--- src/rtl/filter_mavg_pkg.sv ---
// Shared types, width helpers, scale constant and saturation for the multi-channel moving average.
package filter_mavg_pkg;

   typedef enum logic [1:0] {
      StIdle,
      StRead,
      StAcc,
      StMult
   } state_e;

   function automatic int unsigned sum_width(input int unsigned data_w, input int unsigned length);
      return data_w + $clog2(length);
   endfunction

   function automatic int unsigned prod_width(input int unsigned data_w, input int unsigned length,
                                              input int unsigned weight_w);
      return sum_width(data_w, length) + weight_w + 1;
   endfunction

   // round(2^weight_w / length), half rounded up.
   function automatic longint unsigned scale_val(input int unsigned length,
                                                 input int unsigned weight_w);
      longint unsigned num;
      num = 64'd1 << weight_w;
      return (64'd2 * num + 64'(length)) / (64'd2 * 64'(length));
   endfunction

   function automatic logic signed [63:0] sat_signed(input logic signed [63:0] x,
                                                     input int unsigned w);
      logic signed [63:0] hi;
      logic signed [63:0] lo;
      hi = (64'sd1 <<< (w - 1)) - 64'sd1;
      lo = -(64'sd1 <<< (w - 1));
      if (x > hi) begin
         return hi;
      end
      if (x < lo) begin
         return lo;
      end
      return x;
   endfunction

endpackage

--- src/rtl/mavg_delay_ram.sv ---
// 1R1W synchronous delay-line RAM with one cycle of read latency; contents are never cleared.
module mavg_delay_ram #(
   parameter int unsigned DEPTH = 128,
   parameter int unsigned WIDTH = 16,
   localparam int unsigned ADDR_W = (DEPTH > 1) ? $clog2(DEPTH) : 1
) (
   input  logic              i_clk,
   input  logic              i_wr_en,
   input  logic [ADDR_W-1:0] i_wr_addr,
   input  logic [WIDTH-1:0]  i_wr_data,
   input  logic              i_rd_en,
   input  logic [ADDR_W-1:0] i_rd_addr,
   output logic [WIDTH-1:0]  o_rd_data
);

   logic [WIDTH-1:0] r_mem [DEPTH];
   logic [WIDTH-1:0] r_rd_data;

   always_ff @(posedge i_clk) begin
      if (i_wr_en) begin
         r_mem[i_wr_addr] <= i_wr_data;
      end
      if (i_rd_en) begin
         r_rd_data <= r_mem[i_rd_addr];
      end
   end

   assign o_rd_data = r_rd_data;

endmodule

--- src/rtl/filter_mavg_multich.sv ---
// Time-multiplexed moving-average filter, one running sum per channel, 4 cycles per sample.
// Define FILTER_MAVG_MULTICH_EXT_MULT_EN to route the scaling multiply to an external multiplier.
module filter_mavg_multich
   import filter_mavg_pkg::*;
#(
   parameter int unsigned BITWIDTH_DATA   = 16,
   parameter int unsigned LENGTH          = 32,
   parameter int unsigned NUM_CHANNELS    = 4,
   parameter bit          UINT_IO         = 1'b0,
   parameter int unsigned BITWIDTH_WEIGHT = 16,
   localparam int unsigned CH_W   = (NUM_CHANNELS > 1) ? $clog2(NUM_CHANNELS) : 1,
   localparam int unsigned SUM_W  = sum_width(BITWIDTH_DATA, LENGTH),
   localparam int unsigned PROD_W = prod_width(BITWIDTH_DATA, LENGTH, BITWIDTH_WEIGHT)
) (
   input  logic                       CLK,
   input  logic                       RST,
   input  logic                       IN_VALID,
   output logic                       IN_READY,
   input  logic [BITWIDTH_DATA-1:0]   DATA_IN,
   input  logic [CH_W-1:0]            CH_IN,
   output logic [BITWIDTH_DATA-1:0]   DATA_OUT,
   output logic [CH_W-1:0]            CH_OUT,
   output logic                       DATA_VALID
`ifdef FILTER_MAVG_MULTICH_EXT_MULT_EN
   ,
   output logic [SUM_W-1:0]           MULT_INA,
   output logic [BITWIDTH_WEIGHT-1:0] MULT_INB,
   input  logic [PROD_W-1:0]          MULT_OUT
`endif
);

   localparam int unsigned PTR_W  = $clog2(LENGTH);
   localparam int unsigned FILL_W = $clog2(LENGTH + 1);
   localparam int unsigned DEPTH  = NUM_CHANNELS * LENGTH;
   localparam int unsigned ADDR_W = (DEPTH > 1) ? $clog2(DEPTH) : 1;

   localparam logic [BITWIDTH_WEIGHT-1:0] SCALE =
      BITWIDTH_WEIGHT'(scale_val(LENGTH, BITWIDTH_WEIGHT));
   localparam logic [BITWIDTH_DATA-1:0] MSB_FLIP = {UINT_IO, {(BITWIDTH_DATA - 1){1'b0}}};
   localparam logic [FILL_W-1:0] FILL_FULL = FILL_W'(LENGTH);
   localparam logic [PTR_W-1:0] PTR_LAST = PTR_W'(LENGTH - 1);
   localparam logic signed [PROD_W-1:0] ROUND_HALF = PROD_W'(1) <<< (BITWIDTH_WEIGHT - 1);

   state_e                          r_state;
   logic signed [BITWIDTH_DATA-1:0] r_sample;
   logic [CH_W-1:0]                 r_ch;
   logic signed [SUM_W-1:0]         r_sum  [NUM_CHANNELS];
   logic [PTR_W-1:0]                r_ptr  [NUM_CHANNELS];
   logic [FILL_W-1:0]               r_fill [NUM_CHANNELS];
   logic [BITWIDTH_DATA-1:0]        r_data_out;
   logic [CH_W-1:0]                 r_ch_out;
   logic                            r_data_valid;

   logic                            w_accept;
   logic                            w_ch_ok;
   logic [ADDR_W-1:0]               w_addr;
   logic [BITWIDTH_DATA-1:0]        w_ram_rd;
   logic signed [BITWIDTH_DATA-1:0] w_oldest;
   logic signed [SUM_W-1:0]         w_sum_cur;
   logic signed [SUM_W-1:0]         w_sum_next;
   logic signed [PROD_W-1:0]        w_prod;
   logic signed [PROD_W-1:0]        w_round;
   logic signed [PROD_W-1:0]        w_shift;
   logic [BITWIDTH_DATA-1:0]        w_result;

   assign IN_READY   = (r_state == StIdle) && !RST;
   assign w_accept   = IN_VALID && IN_READY;
   assign w_ch_ok    = 32'(CH_IN) < NUM_CHANNELS;
   assign w_sum_cur  = r_sum[r_ch];
   assign w_addr     = ADDR_W'(r_ch) * ADDR_W'(LENGTH) + ADDR_W'(r_ptr[r_ch]);

   // Slots not yet written since reset hold stale data; treat them as zero.
   assign w_oldest   = (r_fill[r_ch] < FILL_FULL) ? '0 : w_ram_rd;
   assign w_sum_next = w_sum_cur + SUM_W'(r_sample) - SUM_W'(w_oldest);

   mavg_delay_ram #(
      .DEPTH (DEPTH),
      .WIDTH (BITWIDTH_DATA)
   ) u_delay_ram (
      .i_clk     (CLK),
      .i_wr_en   (r_state == StAcc),
      .i_wr_addr (w_addr),
      .i_wr_data (r_sample),
      .i_rd_en   (r_state == StRead),
      .i_rd_addr (w_addr),
      .o_rd_data (w_ram_rd)
   );

`ifdef FILTER_MAVG_MULTICH_EXT_MULT_EN
   assign MULT_INA = (r_state == StMult) ? w_sum_cur : '0;
   assign MULT_INB = (r_state == StMult) ? SCALE : '0;
   assign w_prod   = MULT_OUT;
`else
   logic signed [PROD_W-1:0] w_mult_a;
   logic signed [PROD_W-1:0] w_mult_b;

   assign w_mult_a = PROD_W'(w_sum_cur);
   assign w_mult_b = PROD_W'(SCALE);
   assign w_prod   = w_mult_a * w_mult_b;
`endif

   assign w_round  = w_prod + ROUND_HALF;
   assign w_shift  = w_round >>> BITWIDTH_WEIGHT;
   assign w_result = BITWIDTH_DATA'(sat_signed(64'(w_shift), BITWIDTH_DATA));

   always_ff @(posedge CLK) begin
      if (RST) begin
         r_state      <= StIdle;
         r_sample     <= '0;
         r_ch         <= '0;
         r_data_out   <= '0;
         r_ch_out     <= '0;
         r_data_valid <= 1'b0;
         for (int unsigned i = 0; i < NUM_CHANNELS; i++) begin
            r_sum[i]  <= '0;
            r_ptr[i]  <= '0;
            r_fill[i] <= '0;
         end
      end else begin
         r_data_valid <= 1'b0;
         case (r_state)
            StIdle: begin
               // Out-of-range channels are consumed and silently dropped.
               if (w_accept && w_ch_ok) begin
                  r_sample <= DATA_IN ^ MSB_FLIP;
                  r_ch     <= CH_IN;
                  r_state  <= StRead;
               end
            end
            StRead: begin
               r_state <= StAcc;
            end
            StAcc: begin
               r_sum[r_ch] <= w_sum_next;
               r_ptr[r_ch] <= (r_ptr[r_ch] == PTR_LAST) ? '0 : r_ptr[r_ch] + PTR_W'(1);
               if (r_fill[r_ch] < FILL_FULL) begin
                  r_fill[r_ch] <= r_fill[r_ch] + FILL_W'(1);
               end
               r_state <= StMult;
            end
            StMult: begin
               r_data_out   <= w_result ^ MSB_FLIP;
               r_ch_out     <= r_ch;
               r_data_valid <= 1'b1;
               r_state      <= StIdle;
            end
            default: begin
               r_state <= StIdle;
            end
         endcase
      end
   end

   assign DATA_OUT   = r_data_out;
   assign CH_OUT     = r_ch_out;
   assign DATA_VALID = r_data_valid;

endmodule

--- config.mk ---
export PLATFORM = sky130hd
export DESIGN_NAME = filter_mavg_multich
export DESIGN_NICKNAME = d
export VERILOG_FILES = /design/src/rtl/filter_mavg_pkg.sv /design/src/rtl/mavg_delay_ram.sv /design/src/rtl/filter_mavg_multich.sv
export SDC_FILE = /design/constraint.sdc
export NUM_CORES = 2
export LEC_CHECK = 0
export CAP_MARGIN = 0
export CORE_MARGIN = 2
export CORE_UTILIZATION = 50
export DETAILED_ROUTE_END_ITERATION = 7
export PLACE_DENSITY_LB_ADDON = 0.12
export SLEW_MARGIN = 40
export SYNTH_ARGS = -nofsm -noshare
export SYNTH_HDL_FRONTEND = slang
export SYNTH_HIERARCHICAL = 1
export SYNTH_SLANG_ARGS = --single-unit
export TNS_END_PERCENT = 10
--- constraint.sdc ---
create_clock -name CLK -period 13.69 [get_ports CLK]
set_input_delay 2.0535 -clock CLK [delete_from_list [all_inputs] [get_ports CLK]]
set_output_delay 2.0535 -clock CLK [all_outputs]
set_load 0.01 [all_outputs]
==> flow_metrics.tcl <==
set metrics [dict create \
    tritoncts "built" \
    syn-num-nets 4050 \
    vdd_drop_max_v 0.000118 \
    synth_cells 3978 \
    avgSynthCellArea_um2 22.2 \
    status "completed" \
    seq_power_share_pct 45.8 \
    finalHoldViolations 0 \
    maxCapViolations 0 \
    io_pins 41 \
    synth_most_common_cell "edfxtp_1" \
    core_um2 176000 \
    avgRoutedWirePerCell_um 32.9 \
    clk_path_buf_depth 3 \
    pre_cts_ws_ns 7.51 \
    cts_made_buffers 219 \
    cts_hold_buf 0 \
    design_area_um2 99900 \
    clockPowerShare_pct 32.8 \
    grt_start_max_net_pins 98 \
    placed_cells 6348 \
    postCtsSetupBuffers 0 \
    remaining_drc_errors 0 \
    critical_path_class "flop to flop" \
    wl_met2_mm 105 \
    ant_nets 0 \
    drt_iter0_drc 5299 \
    synthArstFlopShare_pct 0 \
    finalCriticalPeriod_ns 5.98 \
    gp_congestion 0.842 \
    synth-edff-count 2192 \
    first_global_vias 42100 \
    crit_path_start_kind "flop" \
    die_x_um 425 \
    yosysSeqAreaShare_pct 75.3 \
    power_density_nw_per_um2 177 \
    syn-cell-area_um2 88500 \
    dp_hpwl_mm 131 \
    antenna_found_initial 8 \
    relSlewSlack_pct 40.9 \
    clk_pin_slew_worst_paths_ns 0.06 \
    met1_length_mm 95.6 \
    cp_max_fo 59 \
    grt.overflow.total 0 \
    min_period_over_period_pct 43.6 \
    critical_path_arrival_ns 6.59 \
    synthTopCellsByArea "edfxtp_1 (74%), mux4_2 (18%), dfxtp_1 (0.93%)" \
    clkSinkCount 2233 \
    clk_latency_ns 0.87 \
    nets 4308 \
    portBuffers 40 \
    synthFlopType "edfxtp_1" \
    synth_top_cell_by_area "edfxtp_1" \
    fp.dieH_um 425 \
    vias 42400 \
    placed_area_um2 92800 \
    leakage_nw 31.6 \
    worst_slew_pin_slew_ns 0.887 \
    wl_met3_mm 17.5 \
    ys_ff_latch 2233 \
    multiInputGateArea_um2 20700 \
    combPwrFrac_pct 21.4 \
    worstSetupEndpointType "flop" \
    cts_root_buf "clkbuf_16" \
    yosys.cell_types.count 65 \
    first_pass_iters 5 \
    setup_tns_ns 0 \
    start_util_pct 50.3 \
    swShare_pct 28.5 \
    cts.repair.resized 0 \
    finalSetupViolations 0 \
    yosys_warnings 6 \
    layout_setup_ws_ns 7.71 \
    critPathRequiredTime_ns 14.30 \
    top_layer_used "met5" \
    fillers 12800 \
    area_growth_pct 12.9 \
    synth_top_area_share_pct 74.4 \
    grt_usage_pct 25.0 \
    ys_top_cells_by_count "edfxtp_1 (2192), mux4_2 (704), nor2_1 (214), clkbuf_1 (120), inv_1 (101)" \
    layout-drive-gt1-share_pct 30.6 \
    rsz0062_at_grt "no" \
    die_area_um2 180000 \
    rows 154 \
    wirelength_mm 223 \
    drt-vias-per-instance 6.27 \
    min_path_type "flop to flop" \
    intPower_mw 12.6 \
    skew_ns 0.0456 \
    fmax_mhz 167 \
    slew_viol_final 0 \
    final_cells 6759 \
    htree_levels 4 \
    p_switching_mw 5.03 \
    seq_area_um2 66700 \
    grt_pass1_wl_mm 318 \
]
[metrics by stage]
| stage | hold WS, ns | total power [mW] | util [%] |
|---|---|---|---|
| 2_1_floorplan | 0.490 | 10.6 | - |
| 3_3_place_gp | 0.473 | 12.0 | 52.7 |
| 3_5_place_dp | 0.474 | 12.0 | 52.8 |
| 4_1_cts | 0.484 | 17.8 | 56.7 |
| 5_1_grt | 0.508 | 18.3 | 56.8 |
| 6_report | 0.486 | 17.6 | 56.8 |
[kinds of logic (layout without fill, tap and decap cells)]
kind of cell	Yosys count	in the layout	synth area share, %
flops	2233	2233	75.3
mux	734	734	18.3
simple gates	488	488	2.62
buf+inv	318	755	1.49
compound gates	131	131	1.15
fa+ha+maj	51	51	0.891
xor+xnor	23	23	0.228
other cells	0	4	0
[final cells by class]
cell class	count	share of cell area, %
flip-flops and latches	2233	66.8
multi-input cells	1427	20.8
clock buffers	256	5.63
well taps	2340	2.93
repair buffers	254	2.25
clock inverters	144	1.23
inverters	101	0.380
diodes	4	0.0100
[path summary, 6_finish.rpt]
kind | from | end | slack (ns) | cells after the start
worst max-delay path | flop | u_delay_ram/o_rd_data[11]$_DFFE_PP_ | 7.71 | 9
worst min-delay path | DATA_OUT[15]$_SDFFE_PP0P_ | DATA_OUT[15]$_SDFFE_PP0P_ | 0.49 | 2
worst max register to register | flop | u_delay_ram/o_rd_data[11]$_DFFE_PP_ | 7.71 | 9
worst min register to register | DATA_OUT[15]$_SDFFE_PP0P_ | DATA_OUT[15]$_SDFFE_PP0P_ | 0.49 | 2
[cell usage in the layout (no fill, tap or decap), drive strengths merged, types with 11 or more instances in the layout]
master,instances
o31ai,17
nand2b,25
a21oi,18
xnor2,18
buf,215
mux2i,13
clkdlybuf4s50,39
nor3,36
ha,31
and3,15
nand4,18
a211o,11
bufinv,15
nor2,215
mux4,704
fa,20
mux2,17
and2,27
clkbuf,256
a211oi,16
edfxtp,2192
nand2,76
dfxtp,41
nor2b,15
a21o,15
nand3,33
inv,116
clkinv,109
[flip-flops by register name, indices dropped and copies added, names as in the netlist, 16 cells and up, named ones only]
name and cells:
r_ptr 20, r_fill 24, r_sample 16, u_delay_ram/o_rd_data 16, DATA_OUT 16, u_delay_ram/r_mem 2048
r_sum 84
[per-layer routing]
layer | vias to the layer above | track usage (%)
li1 | 17200 | -
met1 | 23100 | 38.0
met2 | 1831 | 38.3
met3 | 265 | 4.14
met4 | 2 | 5.93
met5 | - | 0
[power by group through the flow]
| stage | registers, mW | clock network, mW | logic [mW] |
|---|---|---|---|
| final | 8.09 | 5.78 | 3.78 |
| after global routing | 8.10 | 6.15 | 4.02 |
| after CTS | 8.12 | 5.90 | 3.75 |
| after detailed placement | 8.26 | 0 | 3.74 |
| after global placement | 8.27 | 0 | 3.70 |
| after floorplan | 8.26 | 0 | 2.36 |
[worst max-delay path: stages (launching register included)]
cell	delay, ns
dfxtp_2	0.65
buf_4	0.50
mux4_4	0.88
buf_4	0.60
buf_6	0.54
buf_6	0.60
mux4_2	0.40
mux4_2	0.59
mux4_2	0.53
mux2_2	0.28
No activity file was read; power rests on OpenSTA's default activity.
